===== config.mk =====
export PLATFORM = sky130hd
export DESIGN_NAME = cla16_mp_sequencer
export DESIGN_NICKNAME = d
export VERILOG_FILES = /design/src/rtl/cla_pkg.sv /design/src/rtl/cla16.sv /design/src/rtl/cla16_mp_sequencer.sv
export SDC_FILE = /design/constraint.sdc
export NUM_CORES = 1
export LEC_CHECK = 0
export CAP_MARGIN = 10
export CORE_MARGIN = 4
export CORE_UTILIZATION = 30
export CTS_BUF_LIST = sky130_fd_sc_hd__clkbuf_4 sky130_fd_sc_hd__clkbuf_8
export DETAILED_ROUTE_END_ITERATION = 10
export SLEW_MARGIN = 20
export SYNTH_ARGS = -nofsm -noshare
export SYNTH_HDL_FRONTEND = slang
export SYNTH_SLANG_ARGS = --single-unit

===== constraint.sdc =====
create_clock -name clk -period 4.15 [get_ports clk]
set_clock_uncertainty 0.15 [all_clocks]
set_input_delay 0.6225 -clock clk [delete_from_list [all_inputs] [get_ports clk]]
set_output_delay 0.6225 -clock clk [all_outputs]
set_load 0.01 [all_outputs]

===== src/rtl/cla_pkg.sv =====
// Shared definitions for the multi-precision adder slice: word width and
// sequencer state encodings.
package cla_pkg;

   localparam int WORD_W = 16;

   typedef enum logic [1:0] {
      ST_IDLE = 2'd0,
      ST_RUN  = 2'd1,
      ST_DONE = 2'd2
   } state_t;

   // Generate term of one 4-bit lookahead group.
   function automatic logic group_gen(input logic [3:0] g, input logic [3:0] p);
      return g[3] | (p[3] & g[2]) | (p[3] & p[2] & g[1]) | (p[3] & p[2] & p[1] & g[0]);
   endfunction

endpackage


===== src/rtl/cla16.sv =====
// 16-bit carry-lookahead adder: four 4-bit groups with a second-level
// lookahead across the groups.
module cla16
   import cla_pkg::*;
(
   input  logic [WORD_W-1:0] A,
   input  logic [WORD_W-1:0] B,
   input  logic              Cin,
   output logic [WORD_W-1:0] sum,
   output logic              Cout
);

   logic [WORD_W-1:0] p;
   logic [WORD_W-1:0] g;
   logic [WORD_W-1:0] c;
   logic [3:0]        gg;
   logic [3:0]        gp;
   logic [4:0]        gc;

   always_comb begin
      p  = A ^ B;
      g  = A & B;
      gg = '0;
      gp = '0;
      for (int k = 0; k < 4; k++) begin
         gg[k] = group_gen(g[4*k +: 4], p[4*k +: 4]);
         gp[k] = &p[4*k +: 4];
      end
   end

   // Group carries are resolved in parallel from Cin, never rippled.
   always_comb begin
      gc[0] = Cin;
      gc[1] = gg[0] | (gp[0] & Cin);
      gc[2] = gg[1] | (gp[1] & gg[0]) | (gp[1] & gp[0] & Cin);
      gc[3] = gg[2] | (gp[2] & gg[1]) | (gp[2] & gp[1] & gg[0])
            | (gp[2] & gp[1] & gp[0] & Cin);
      gc[4] = gg[3] | (gp[3] & gg[2]) | (gp[3] & gp[2] & gg[1])
            | (gp[3] & gp[2] & gp[1] & gg[0])
            | (gp[3] & gp[2] & gp[1] & gp[0] & Cin);
   end

   always_comb begin
      c = '0;
      for (int k = 0; k < 4; k++) begin
         c[4*k]   = gc[k];
         c[4*k+1] = g[4*k] | (p[4*k] & gc[k]);
         c[4*k+2] = g[4*k+1] | (p[4*k+1] & g[4*k]) | (p[4*k+1] & p[4*k] & gc[k]);
         c[4*k+3] = g[4*k+2] | (p[4*k+2] & g[4*k+1]) | (p[4*k+2] & p[4*k+1] & g[4*k])
                  | (p[4*k+2] & p[4*k+1] & p[4*k] & gc[k]);
      end
   end

   assign sum  = p ^ c;
   assign Cout = gc[4];

endmodule


===== src/rtl/cla16_mp_sequencer.sv =====
// Multi-precision add/subtract: one shared cla16 stepped across the operand
// words LSW first, with the inter-word carry held in carry_q.
module cla16_mp_sequencer
   import cla_pkg::*;
#(
   parameter int WORDS = 4
) (
   input  logic                  clk,
   input  logic                  rst,
   input  logic                  start_valid,
   output logic                  start_ready,
   input  logic [16*WORDS-1:0]   a_in,
   input  logic [16*WORDS-1:0]   b_in,
   input  logic                  cin,
   input  logic                  sub,
   output logic                  res_valid,
   input  logic                  res_ready,
   output logic [16*WORDS-1:0]   result,
   output logic                  cout,
   output logic                  overflow
);

   localparam int IDX_W = $clog2(WORDS);
   localparam logic [IDX_W-1:0] LAST_IDX = IDX_W'(WORDS - 1);

   // Handshakes: a transfer happens on a rising edge where valid && ready are
   // both high. start_ready is high only in IDLE, res_valid only in DONE;
   // valid/ready seen in any other state is ignored.

   state_t state_q;
   state_t state_d;

   logic [WORDS-1:0][WORD_W-1:0] a_lat;
   logic [WORDS-1:0][WORD_W-1:0] b_lat;
   logic [WORDS-1:0][WORD_W-1:0] res_q;
   logic [IDX_W-1:0]             idx;
   logic                         carry_q;
   logic                         cout_q;
   logic                         ovf_q;

   logic [WORD_W-1:0] w_a;
   logic [WORD_W-1:0] w_b;
   logic [WORD_W-1:0] w_sum;
   logic              w_cout;
   logic              last;

   assign w_a  = a_lat[idx];
   assign w_b  = b_lat[idx];
   assign last = (idx == LAST_IDX);

   cla16 u_cla16 (
      .A    (w_a),
      .B    (w_b),
      .Cin  (carry_q),
      .sum  (w_sum),
      .Cout (w_cout)
   );

   always_ff @(posedge clk) begin
      if (rst) state_q <= ST_IDLE;
      else     state_q <= state_d;
   end

   always_comb begin
      state_d     = state_q;
      start_ready = 1'b0;
      res_valid   = 1'b0;
      case (state_q)
         ST_IDLE: begin
            start_ready = 1'b1;
            if (start_valid) state_d = ST_RUN;
         end
         ST_RUN: begin
            if (last) state_d = ST_DONE;
         end
         ST_DONE: begin
            res_valid = 1'b1;
            if (res_ready) state_d = ST_IDLE;
         end
         default: state_d = ST_IDLE;
      endcase
   end

   // Subtraction is A + ~B + 1; the inversion is applied once at accept.
   always_ff @(posedge clk) begin
      if (rst) begin
         a_lat   <= '0;
         b_lat   <= '0;
         res_q   <= '0;
         idx     <= '0;
         carry_q <= 1'b0;
         cout_q  <= 1'b0;
         ovf_q   <= 1'b0;
      end else begin
         case (state_q)
            ST_IDLE: begin
               if (start_valid) begin
                  a_lat   <= a_in;
                  b_lat   <= sub ? ~b_in : b_in;
                  carry_q <= sub ? 1'b1 : cin;
                  idx     <= '0;
               end
            end
            ST_RUN: begin
               res_q[idx] <= w_sum;
               carry_q    <= w_cout;
               idx        <= idx + IDX_W'(1);
               if (last) begin
                  cout_q <= w_cout;
                  ovf_q  <= (w_a[WORD_W-1] == w_b[WORD_W-1]) &&
                            (w_sum[WORD_W-1] != w_a[WORD_W-1]);
               end
            end
            default: ;
         endcase
      end
   end

   assign result   = res_q;
   assign cout     = cout_q;
   assign overflow = ovf_q;

endmodule

-- After elaboration in Yosys (flattened, before gate mapping)
Cells that the tools add are included.
- add/sub/neg operators: 1
- $lt $le $gt $ge: 2
- equality and inequality tests: 8
- muxes and demuxes: 19
- bitwise gates (word level): 122
- reductions and logical operators: 12
- operator list (operator ; number):
    $and A1 B1 Y1 ; 72
    $bmux W16 S2 ; 2
    $bwmux W64 ; 1
    $mux W64 ; 1
    $not A64 Y64 ; 1
    $mux W16 ; 3
    $or A1 B1 Y1 ; 46
    $demux W16 S2 ; 1
    $xor A16 B16 Y16 ; 2
    $and A16 B16 Y16 ; 1
    $reduce_and A4 Y1 ; 4
    $mux W2 ; 4
    $ne A2 B2 Y1 const B ; 3
    $pmux W2 S3 ; 1
    $reduce_and A2 Y1 ; 3
    $eq A2 B2 Y1 const B ; 2
    $mux W1 ; 4
    $pmux W2 S2 ; 1
    $lt A2 B3 Y1 const B ; 1
    $reduce_and A3 Y1 ; 1
    $add A2 B1 Y2 const B ; 1
    $eq A2 B1 Y1 const B ; 1
    $ge A2 B1 Y1 const B ; 1
    $logic_and A1 B1 Y1 ; 2
    other kinds (5) ; 5
- flip-flop bits (word level): 199
- bits of input ports: 134
- output and inout bits: 68
- word-level logic and storage cells: 181

-- Logic depth before layout (Yosys ltp)
Gate-level depths: netlist of the first run.
- depth in word-level cells: 16
- mapped depth: 11
- gate-level depth less buffers: 9

-- By module
Synthesis of the first run repeated with hierarchy kept, for this count alone.
- cell total of the unflattened synthesis: 1029
- area, all modules: 9008.6 µm²
- modules (own cells, without submodules) (module ; instances ; cells an instance ; area an instance (µm²) ; sequential area each (µm²)):
    cla16_mp_sequencer ; 1 ; 929 ; 8187.9 ; 3983.8
    cla16 ; 1 ; 100 ; 820.8 ; 0.0

-- Worst setup path after synthesis of the first run
No wires, ideal clock.
- path kind: register to register
- start: register idx[0]
- end: register res_q (netlist bit result[45])
- library setup time: 0.137 ns
- data arrival time: 3.177 ns
- data required time: 3.863 ns
- slack: 0.685 ns
- cell stages (with the launch flop): 12
- path buffers: 2
- period minus slack after synthesis: 3.465 ns
- path through: dfxtp_1 clkbuf_1 buf_2 mux4_2 ha_1 a21oi_1 o21ai_0 a21oi_4 nand2_1 fa_1 xnor2_1 a211oi_1
- longest elaborated chain between the ends: 15
- elaborated cells on any way between the ends: 50
- classes of those cells: 2 x order compare; 7 x mux; 37 x bitwise; 4 x reduce/logical
- ends and longest elaborated chain (what ; RTL line ; source):
    from (decl) ; cla16_mp_sequencer.sv:36 ; logic [IDX_W-1:0] idx;
    from (signal assigned) ; cla16_mp_sequencer.sv:107 ; idx <= idx + IDX_W'(1);
    $bmux W16 S2, on equally long branches ; cla16_mp_sequencer.sv:47, cla16_mp_sequencer.sv:48 ;
    $mux W16, on equally long branches ; cla16_mp_sequencer.sv:47, cla16_mp_sequencer.sv:48 ;
    $xor A16 B16 Y16 / $and A16 B16 Y16 (equally long branches) ; cla16.sv:21, cla16.sv:22 ;
    $and A1 B1 Y1 ; cla_pkg.sv:15 ; return g[3] | (p[3] & g[2]) | (p[3] & p[2] & g[1]) | (p[3] & p[2] & p[1] & g[0]);
    $or A1 B1 Y1 / $and A1 B1 Y1 (equally long branches) (2 in a row) ; cla_pkg.sv:15 ;
    $or A1 B1 Y1 ; cla_pkg.sv:15 ;
    $and A1 B1 Y1 ; cla16.sv:36 ; gc[3] = gg[2] | (gp[2] & gg[1]) | (gp[2] & gp[1] & gg[0])
    $or A1 B1 Y1 (2 in a row) ; cla16.sv:36 ;
    $or A1 B1 Y1 ; cla16.sv:37 ; | (gp[2] & gp[1] & gp[0] & Cin);
    $and A1 B1 Y1 ; cla16.sv:47 ; c[4*k+1] = g[4*k] | (p[4*k] & gc[k]);
    $or A1 B1 Y1 ; cla16.sv:47 ;
    $xor A16 B16 Y16 ; cla16.sv:54 ; assign sum = p ^ c;
    $bwmux W64 * ; cla16_mp_sequencer.sv:105 ; res_q[idx] <= w_sum;
    to (signal, indexed assignment) ; cla16_mp_sequencer.sv:105 ;
    to (decl) ; cla16_mp_sequencer.sv:35 ; logic [WORDS-1:0][WORD_W-1:0] res_q;
Every way passes the cells marked *; elsewhere a longest branch is shown, timed or not. The select of a mux whose other input is x is not followed.
A chain may end at the register's enable or synchronous reset.

-- Worst setup path in the final report of the first run
- start: register idx[0]
- end: register res_q (netlist bit result[53])
- longest elaborated chain between the ends: 12
- elaborated cells on any way between the ends: 26
- classes of those cells: 2 x order compare; 7 x mux; 15 x bitwise; 2 x reduce/logical
- ends and longest elaborated chain (what ; RTL line ; source):
    $bmux W16 S2, on equally long branches ; cla16_mp_sequencer.sv:47, cla16_mp_sequencer.sv:48 ;
    $mux W16, on equally long branches ; cla16_mp_sequencer.sv:47, cla16_mp_sequencer.sv:48 ;
    $xor A16 B16 Y16 / $and A16 B16 Y16 (equally long branches) ; cla16.sv:21, cla16.sv:22 ;
    $and A1 B1 Y1 ; cla_pkg.sv:15 ;
    $or A1 B1 Y1 / $and A1 B1 Y1 (equally long branches) (2 in a row) ; cla_pkg.sv:15 ;
    $or A1 B1 Y1 ; cla_pkg.sv:15 ;
    $or A1 B1 Y1 ; cla16.sv:34 ; gc[1] = gg[0] | (gp[0] & Cin);
    $and A1 B1 Y1 ; cla16.sv:47 ;
    $or A1 B1 Y1 ; cla16.sv:47 ;
    $xor A16 B16 Y16 ; cla16.sv:54 ;
    $bwmux W64 * ; cla16_mp_sequencer.sv:105 ;
Marked as above.

==> out/metrics.cfg, run 1 <==
[power]
comb_power_share_pct = 20.5
pwr-share-seq_pct = 49.6
power.density_nw_per_um2 = 365.0
p_clk_share_pct = 29.9
switching_power_mw = 1.290
switching_share_pct = 30.34
vdd.ir_drop.worst_uv = 221.5
internal_power_mw = 2.962
p_total_mw = 4.253
p_leak_nw = 4.036

[clock_network]
post_cts_buffers = 0
cts_tree = done
clk_pin_slew_ns = 0.10
clk_path_buf_depth = 2
cts_root_buffer = clkbuf_8
clock_latency_ns = 0.48
numCtsBuffers = 17
htreeDepth = 4
clkSinkCount = 199
ctsHoldBuffers = 0
cts_resized = 0

[sta]
worst_hold_slack_ns = 0.3060
maxSlewViolCount = 0
rsz0062_at_grt = no
slew_headroom_pct = 34.35
setup_viol = 0
min_period_ns = 3.587
finalCritPeriodShare_pct = 86.42
tightestPinTransition_ns = 0.9848
fmax_ghz = 0.2788
tns_ns = 0
hold_violations = 0

[worst_setup_path]
startpoint = idx[0]
path_cells = buf_4 -> mux4_2 -> ha_1 -> a211oi_2 -> nor2_1 -> o21ai_0 -> nand2b_1 -> fa_1 -> xnor2_1 -> a211oi_1
cp-start-kind = flip-flop
arrival_ns = 3.76
cp_data_required_time_ns = 4.33
critPathKind = flip-flop to flip-flop
ff2ff_setup_slack_ns = 0.56
cp_max_fo = 9
crit_slowest_cell = mux4_2
reg2reg_depth = 10
cp-end-kind = flip-flop
worstReg2RegEnd = result[53]
critPathCapture = result[53]
cpPeakStageDelay_ns = 0.55
timing.rr.start = idx[0]

[global_routing]
grt_pass1_vias = 7298
grt.overflow.total = 0
grt_max_degree = 82
antenna_found_initial = 0
grt_pass1_wl_um = 40750
grtUsageTotal_pct = 15.88

[synthesis]
avgSynthCellArea_um2 = 9.064
synth-compound-area-share_pct = 16.62
syn-num-nets = 1150
async_flop_share_pct = 0
synth_xor_area_share_pct = 7.000
synth.cell_area_um2 = 8991
synthSimpleGateAreaFrac_pct = 16.06
synth-edff-count = 0
yosys.area.top_type = dfxtp_1
syn-instance-count = 992
muxShareOfSynthArea_pct = 8.127
yosysSeqAreaShare_pct = 44.31
ys_ff_latch = 199
synth_top_family_by_area = compound AO/OA/AOI/OAI gates
synthDistinctLibCells = 49
yosys_warnings = 0
synth.top_cell.area_share_pct = 44.31
synth_area_leaders = dfxtp_1, nand2_1, mux4_2
synthAdderAreaFrac_pct = 3.674
synth_ff_type = dfxtp_1

[flow_run]
drv_cap = 0

[placement]
place_congestion = 0.8104
port_buffers = 201
post-dp-hpwl_um = 20170

[final_layout]
n_antenna_cell = 0
drive_above_1_share_pct = 8.146
areaGrowthSynthToFinish_pct = 29.57
nets = 1299
nFillCells = 3093

[route]
via_per_inst = 4.740
detail_route.first_pass.iterations = 4
vias = 7319
drt.antenna.violating_nets = 0
drtIter0Drc = 554
drt_wl_total_um = 26660
avgRoutedWirePerCell_um = 17.27
drc = 0

[floorplan]
die_area_um2 = 32800
initial_core_util_pct = 30.34
die_h_um = 181.1
rows = 63
ios = 202
die_w_um = 181.1
placeableCoreArea_um2 = 29640

[min_path]
hold_path_class = input pin to flip-flop

[outcome]
status = finished, final reports clean

[metrics by stage]
stage               instance area (um2)  utilization, %  instances  setup WS [ns]
floorplan                          8991               -        992         0.6855
global route                      11650           39.31       1544         0.3181
finish                            11650           39.31       1544         0.5634
CTS                               11650           39.31       1544         0.5647
global placement                  11250           37.97       1512         0.6791
detailed placement                11250           37.97       1512         0.5932
[cells by family after synthesis]
kind of cell | Yosys count
buffers and inverters | 87
DFF | 199
adders and majority gates | 24
and+or+nand+nor | 348
AOI/OAI and AO/OA | 230
xor gates and xnor gates | 71
muxes | 33
[per-layer routing]
layer	share of wire (%)	GRT usage, %	up-vias
li1	-	-	3732
met1	46	20.83	3359
met2	47	26.27	204
met3	5.7	3.584	24
met4	1.8	4.653	0
met5	0	0	-
[cell type report]
cell class / count / area (um2) / area share, %
inverter: 6 / 22.52 / 0.1933
timing repair buffer: 211 / 2123 / 18.23
multi-input combinational: 706 / 4633 / 39.77
tap: 390 / 488.0 / 4.189
clock buffer: 19 / 261.5 / 2.245
sequential: 199 / 3986 / 34.22
clock inverter: 13 / 135.1 / 1.160
[flip-flops by register name, indices dropped and copies added, names as in the netlist]
register	cells
a_lat	64
b_lat	64
carry_q	1
cout	1
idx	2
overflow	1
result	64
state_q	2
[Yosys cell counts (5+ instances only)]
cell type  number
nand3b_1       13
nor2_1         97
nand2_1       205
a21oi_1       107
dfxtp_1       199
buf_2          14
xnor2_1        69
and2_1          5
nor3_1          8
mux4_2         32
ha_1           20
inv_1           6
clkbuf_1       58
a211oi_1       89
[critical path: cells and delay by family (launching register included)]
kind / cells / cell delay, ns
AOI/OAI and AO/OA: 3 / 0.64
xor gates and xnor gates: 1 / 0.50
adders and majority gates: 2 / 0.79
buffers and inverters: 1 / 0.21
DFF: 1 / 0.36
muxes: 1 / 0.55
and+or+nand+nor: 2 / 0.23
[power groups by stage]
stage / combinational, mW / clock [mW] / sequential, mW
2_1_floorplan: 0.529 / 0 / 2.12
3_3_place_gp: 0.869 / 0 / 2.15
3_5_place_dp: 0.881 / 0 / 2.15
4_1_cts: 0.883 / 1.30 / 2.11
5_1_grt: 0.956 / 1.38 / 2.12
6_report: 0.873 / 1.27 / 2.11
[how the worst min path moves through the flow]
stage	cells past startpoint	end	slack, ns	start
after floorplan	2	a_lat[32]	0.28	a_lat[32]
after global placement	2	a_lat[34]	0.29	a_lat[34]
after detailed placement	2	a_lat[34]	0.29	a_lat[34]
after CTS	2	result[52]	0.28	rst
after global routing	2	result[52]	0.28	rst
final	2	result[58]	0.31	rst
[cells in the final DEF (no fill, tap or decap), types with 13 or more instances in the layout]
master and instances:
dfxtp_1 197, clkdlybuf4s50_1 199, nand3b_1 13, a211oi_1 89, xnor2_1 69, nand2_1 204, a21oi_1 107, clkbuf_8 19
ha_1 20, nor2_1 97, mux4_2 32
Note: power is estimated with default switching activity, not from simulation.
==> run 2, diff against run 1 <==
--- a/config.mk
+++ b/config.mk
@@ -6,7 +6,7 @@
 export NUM_CORES = 1
 export LEC_CHECK = 0
 export CAP_MARGIN = 10
-export CORE_MARGIN = 4
+export CORE_MARGIN = 3
 export CORE_UTILIZATION = 30
 export CTS_BUF_LIST = sky130_fd_sc_hd__clkbuf_4 sky130_fd_sc_hd__clkbuf_8
 export DETAILED_ROUTE_END_ITERATION = 10
==> run 2 against run 1 <==
Effect of this change:
- combinational power hardly changed
- die area is 2.2% lower
- power is 0.56% higher
- largest cell class unchanged
==> out/metrics.cfg, run 2 (synthesis gave the netlist of run 1 again) <==
[route]
detail_route.first_pass.iterations = 7  ; was 4
via_per_inst = 4.863  ; was 4.740
avgRoutedWirePerCell_um = 17.15  ; was 17.27 um
drt.antenna.violating_nets = 0  ; unchanged
drt_wl_total_um = 26360  ; was 26660 um
drc = 0  ; unchanged
vias = 7474  ; was 7319
drtIter0Drc = 549  ; was 554

[floorplan]
rows = 62  ; was 63
die_h_um = 179.1  ; was 181.1 um
die_area_um2 = 32080  ; was 32800 um2
placeableCoreArea_um2 = 29090  ; was 29640 um2
ios = 202  ; unchanged
initial_core_util_pct = 30.91  ; was 30.34%
die_w_um = 179.1  ; was 181.1 um

[sta]
tns_ns = 0  ; unchanged
maxSlewViolCount = 0  ; unchanged
finalCritPeriodShare_pct = 88.92  ; was 86.42%
slew_headroom_pct = 33.06  ; was 34.35%
rsz0062_at_grt = no  ; unchanged
min_period_ns = 3.690  ; was 3.587 ns
setup_ws_ns = 0.4599  ; was 0.5634 ns
tightestPinTransition_ns = 1.004  ; was 0.9848 ns
fmax_ghz = 0.2710  ; was 0.2788 GHz
setup_viol = 0  ; unchanged
hold_violations = 0  ; unchanged

[clock_network]
clkSinkCount = 199  ; unchanged
numCtsBuffers = 17  ; unchanged
clock_latency_ns = 0.48  ; about the same
clk_path_buf_depth = 2  ; unchanged
post_cts_buffers = 0  ; unchanged
cts_root_buffer = clkbuf_8  ; unchanged
htreeDepth = 4  ; unchanged
cts_tree = done  ; unchanged
clk_pin_slew_ns = 0.09  ; was 0.10 ns
ctsHoldBuffers = 0  ; unchanged
cts_resized = 0  ; unchanged

[worst_setup_path]
cp_data_required_time_ns = 4.33  ; about the same
arrival_ns = 3.87  ; was 3.76 ns
path_cells = buf_12 -> mux4_2 -> ha_1 -> o211ai_1 -> nor2_1 -> a21o_1 -> fa_1 -> xnor2_1 -> a211oi_1  ; was buf_4 -> mux4_2 -> ha_1 -> a211oi_2 -> nor2_1 -> o21ai_0 -> nand2b_1 -> fa_1 -> xnor2_1 -> a211oi_1
crit_slowest_cell = dfxtp_2  ; was mux4_2
critPathTopFamily = adder cells  ; unchanged
cpPeakStageDelay_ns = 0.59  ; was 0.55 ns
cp-end-kind = flip-flop  ; unchanged
critPathBufInv = 1  ; unchanged
cp_max_fo = 18  ; was 9
cp-start-kind = flip-flop  ; unchanged
critPathKind = flip-flop to flip-flop  ; unchanged

[placement]
place_area_um2 = 11240  ; was 11250 um2
post-dp-hpwl_um = 19770  ; was 20170 um
place_congestion = 0.8030  ; was 0.8104
port_buffers = 201  ; unchanged
pre_cts_ws_ns = 0.5090  ; was 0.5932 ns

[global_routing]
grt_pass1_vias = 7048  ; was 7298
grtUsageTotal_pct = 16.29  ; was 15.88%
grt.overflow.total = 0  ; unchanged
grt_max_degree = 123  ; was 82
grt_pass1_wl_um = 39870  ; was 40750 um
antenna_found_initial = 0  ; unchanged

[power]
p_total_mw = 4.276  ; was 4.253 mW
power.density_nw_per_um2 = 367.0  ; was 365.0 nW/um2
vdd.ir_drop.worst_uv = 205.8  ; was 221.5 uV
p_leak_nw = 4.034  ; was 4.036 nW

[final_layout]
nets = 1298  ; was 1299
mostFrequentLayoutCells = nand2_1, clkdlybuf4s50_1, dfxtp_1  ; unchanged
n_antenna_cell = 0  ; unchanged
nFillCells = 2952  ; was 3093
layout_commonest_cell = nand2_1  ; unchanged
drive_above_1_share_pct = 8.066  ; was 8.146%
fin_area_um2 = 11650  ; about the same
areaGrowthSynthToFinish_pct = 29.61  ; was 29.57%

[outcome]
status = finished, final reports clean  ; unchanged

[min_path]
hold_path_class = flip-flop to flip-flop  ; was input pin to flip-flop

[flow_run]
drv_cap = 0  ; unchanged

==> run 2: layer usage <==
layer / share of wire, % / wire length [um] / up-vias / track usage (%)
met5: 0 / 0 / - / 0
met4: 1.7 / 454 / 0 / 4.736
met3: 5.8 / 1520 / 28 / 3.558
met2: 48 / 12560 / 202 / 26.41
met1: 45 / 11830 / 3505 / 21.83
li1: - / - / 3739 / -
==> run 2: tightest hold or removal path: cells and delay by family, from the launching register on <==
family	cells	cell delay, ns
AO/OA/AOI/OAI	1	0.05
flip-flops	1	0.32
AND/OR/NAND/NOR	1	0.05
==> run 2: per-stage QoR <==
| stage | utilization (%) | hold slack, ns | instances |
|---|---|---|---|
| final | 40.06 | 0.3097 | 1537 |
| after global placement | 38.63 | 0.2903 | 1505 |
| after global routing | 40.06 | 0.3260 | 1537 |
| after floorplan | - | 0.2831 | 992 |
| after detailed placement | 38.63 | 0.2968 | 1505 |
| after CTS | 40.06 | 0.3097 | 1537 |
==> run 2: area by class of cell <==
type	instances	area, um2	share of cell area (%)
Tap cell	384	480.5	4.123
Clock inverter	9	117.6	1.009
Timing Repair Buffer	210	2116	18.16
Sequential cell	199	3986	34.21
Clock buffer	23	297.8	2.555
Inverter	6	22.52	0.1933
Multi-Input combinational cell	706	4633	39.76
==> run 2: report_power, final <==
group | switching (mW) | total [mW] | leakage [nW] | internal (mW)
clock | 0.689 | 1.30 | 0.203 | 0.609
sequential | 0.0791 | 2.11 | 1.63 | 2.03
combinational | 0.466 | 0.870 | 2.20 | 0.404
==> run 2: final timing paths <==
kind              startpoint          to  slack, ns  cells past startpoint
hold / removal    result[50]  result[50]       0.31                      2
setup / recovery      idx[0]  result[57]       0.46                      9
setup reg to reg      idx[0]  result[57]       0.46                      9
hold reg to reg   result[50]  result[50]       0.31                      2
==> run 3, diff against run 2 <==
==> constraint.sdc (replaced) <==
create_clock -name clk -period 3.8 [get_ports clk]
set_clock_uncertainty 0.15 [all_clocks]
set_input_delay 0.57 -clock clk [delete_from_list [all_inputs] [get_ports clk]]
set_output_delay 0.57 -clock clk [all_outputs]
set_load 0.01 [all_outputs]
==> run 3 against run 2 <==
Effect of this change:
- global-route usage is 0.16 points higher
- first-iteration DRC count fell by 15%
- setup slack got worse by 0.17 ns
- routed wire length grew 0.82%
- via count is 0.74% lower
- fmax is 5.2% higher
- die area stayed put
- power is 8.4% higher
- highest routed layer is now met5
==> out/metrics.cfg, run 3 (synthesis gave the netlist of run 1 again) <==
[outcome]
status = finished, final reports clean  ; unchanged

[route]
drc = 0  ; unchanged
vias = 7419  ; was 7474
drtIter0Drc = 467  ; was 549
drt_wl_total_um = 26570  ; was 26360 um
detail_route.first_pass.iterations = 5  ; was 7
avgRoutedWirePerCell_um = 17.29  ; was 17.15 um
drt.antenna.violating_nets = 0  ; unchanged
via_per_inst = 4.827  ; was 4.863

[floorplan]
die_w_um = 179.1  ; unchanged
initial_core_util_pct = 30.91  ; unchanged
die_h_um = 179.1  ; unchanged
ios = 202  ; unchanged
rows = 62  ; unchanged
placeableCoreArea_um2 = 29090  ; unchanged
die_area_um2 = 32080  ; unchanged

[sta]
tightestPinTransition_ns = 1.022  ; was 1.004 ns
finalCritPeriodShare_pct = 92.29  ; was 88.92%
setup_viol = 0  ; unchanged
tns_ns = 0  ; unchanged
fmax_ghz = 0.2851  ; was 0.2710 GHz
hold_violations = 0  ; unchanged
slew_headroom_pct = 31.87  ; was 33.06%
min_period_ns = 3.507  ; was 3.690 ns
maxSlewViolCount = 0  ; unchanged
rsz0062_at_grt = no  ; unchanged
worst_hold_slack_ns = 0.3089  ; was 0.3097 ns

[global_routing]
antenna_found_initial = 1  ; was 0
grt_max_degree = 96  ; was 123
grt_pass1_wl_um = 40450  ; was 39870 um
grtUsageTotal_pct = 16.45  ; was 16.29%
grt.overflow.total = 0  ; unchanged
grt_pass1_vias = 7169  ; was 7048

[worst_setup_path]
cp-end-kind = flip-flop  ; unchanged
ff2ff_setup_slack_ns = 0.29  ; was 0.46 ns
worstReg2RegEnd = result[57]  ; unchanged
cp_max_fo = 35  ; was 18
critPathKind = flip-flop to flip-flop  ; unchanged
arrival_ns = 3.68  ; was 3.87 ns
cp_data_required_time_ns = 3.97  ; was 4.33 ns
reg2reg_depth = 9  ; unchanged
cp-start-kind = flip-flop  ; unchanged
timing.rr.start = idx[0]  ; unchanged

[clock_network]
ctsHoldBuffers = 0  ; unchanged
htreeDepth = 4  ; unchanged
clk_path_buf_depth = 2  ; unchanged
clk_pin_slew_ns = 0.11  ; was 0.09 ns
cts_resized = 0  ; unchanged
numCtsBuffers = 17  ; unchanged
clkSinkCount = 199  ; unchanged
post_cts_buffers = 0  ; unchanged
cts_root_buffer = clkbuf_8  ; unchanged
clock_latency_ns = 0.48  ; about the same
cts_tree = done  ; unchanged

[final_layout]
mostFrequentLayoutCells = nand2_1, clkdlybuf4s50_1, dfxtp_1  ; unchanged
nets = 1299  ; was 1298
areaGrowthSynthToFinish_pct = 29.57  ; was 29.61%
drive_above_1_share_pct = 8.153  ; was 8.066%
n_antenna_cell = 0  ; unchanged
final-seq-area_um2 = 3986  ; unchanged
nFillCells = 2941  ; was 2952
layout_commonest_cell = nand2_1  ; unchanged
fin_area_um2 = 11650  ; about the same
multi_input_area_um2 = 4641  ; was 4633 um2
fin_cells = 1537  ; unchanged

[placement]
place_congestion = 0.8143  ; was 0.8030
placed_cells = 1506  ; was 1505
post-dp-hpwl_um = 19590  ; was 19770 um
port_buffers = 201  ; unchanged
place_area_um2 = 11250  ; was 11240 um2

[power]
power.density_nw_per_um2 = 398.0  ; was 367.0 nW/um2
vdd.ir_drop.worst_uv = 208.4  ; was 205.8 uV
p_total_mw = 4.637  ; was 4.276 mW
p_leak_nw = 4.023  ; was 4.034 nW

[min_path]
hold_path_class = flip-flop to flip-flop  ; unchanged
hp-start = result[54]  ; was result[50]
worstHoldEndpoint = result[54]  ; was result[50]
min_path_cells = 2  ; unchanged

[flow_run]
drv_cap = 0  ; unchanged

[run 3: cell types whose count changed in the layout (fill, tap and decap cells not counted)]
cell	before	now
clkbuf_4	3	0
clkbuf_8	20	18
clkinvlp_4	3	5
buf_4	7	8
clkinv_2	0	1
inv_8	0	1
xnor2_1	69	68
xnor2_2	1	2
[run 3: worst max-delay path: stages (launching register included)]
cell and delay, ns:
dfxtp_2 0.35, buf_12 0.27, mux4_2 0.56, ha_1 0.33, a211oi_2 0.32, o21ai_2 0.16
a21o_1 0.20, fa_1 0.38, xnor2_1 0.47, a211oi_1 0.15
[run 3: per-layer routing]
layer	GRT usage (%)	vias to the layer above	share of wire [%]
li1	-	3727	-
met1	22.25	3472	46
met2	26.51	190	46
met3	3.854	28	5.9
met4	4.220	2	1.5
met5	0	-	0.075
[run 3: worst max path at each step]
| stage | startpoint | to | cells past startpoint |
|---|---|---|---|
| after floorplan | idx[0] | result[45] | 11 |
| final | idx[0] | result[57] | 9 |
| after global routing | idx[0] | result[29] | 10 |
| after detailed placement | idx[0] | result[57] | 9 |
| after global placement | idx[0] | result[53] | 10 |
| after CTS | idx[0] | result[53] | 10 |
[run 3: cell type report]
type	count	area share [%]
Inverter	6	0.1933
Timing Repair Buffer	211	18.23
Multi-Input combinational cell	706	39.83
Clock inverter	13	1.278
Sequential cell	199	34.22
Clock buffer	18	2.127
Tap cell	384	4.124
[run 3: per-stage QoR]
stage	setup WS [ns]	util [%]
4_1_cts	0.2081	40.02
5_1_grt	0.01488	40.05
3_3_place_gp	0.3264	38.66
2_1_floorplan	0.3355	-
6_report	0.2928	40.05
3_5_place_dp	0.2589	38.66
[run 3: report_power, final]
group / total (mW) / internal (mW) / switching, mW / leakage (nW)
combinational: 0.957 / 0.444 / 0.513 / 2.21
clock: 1.38 / 0.606 / 0.778 / 0.185
sequential: 2.30 / 2.22 / 0.0797 / 1.63
total: 4.64 / 3.27 / 1.37 / 4.02
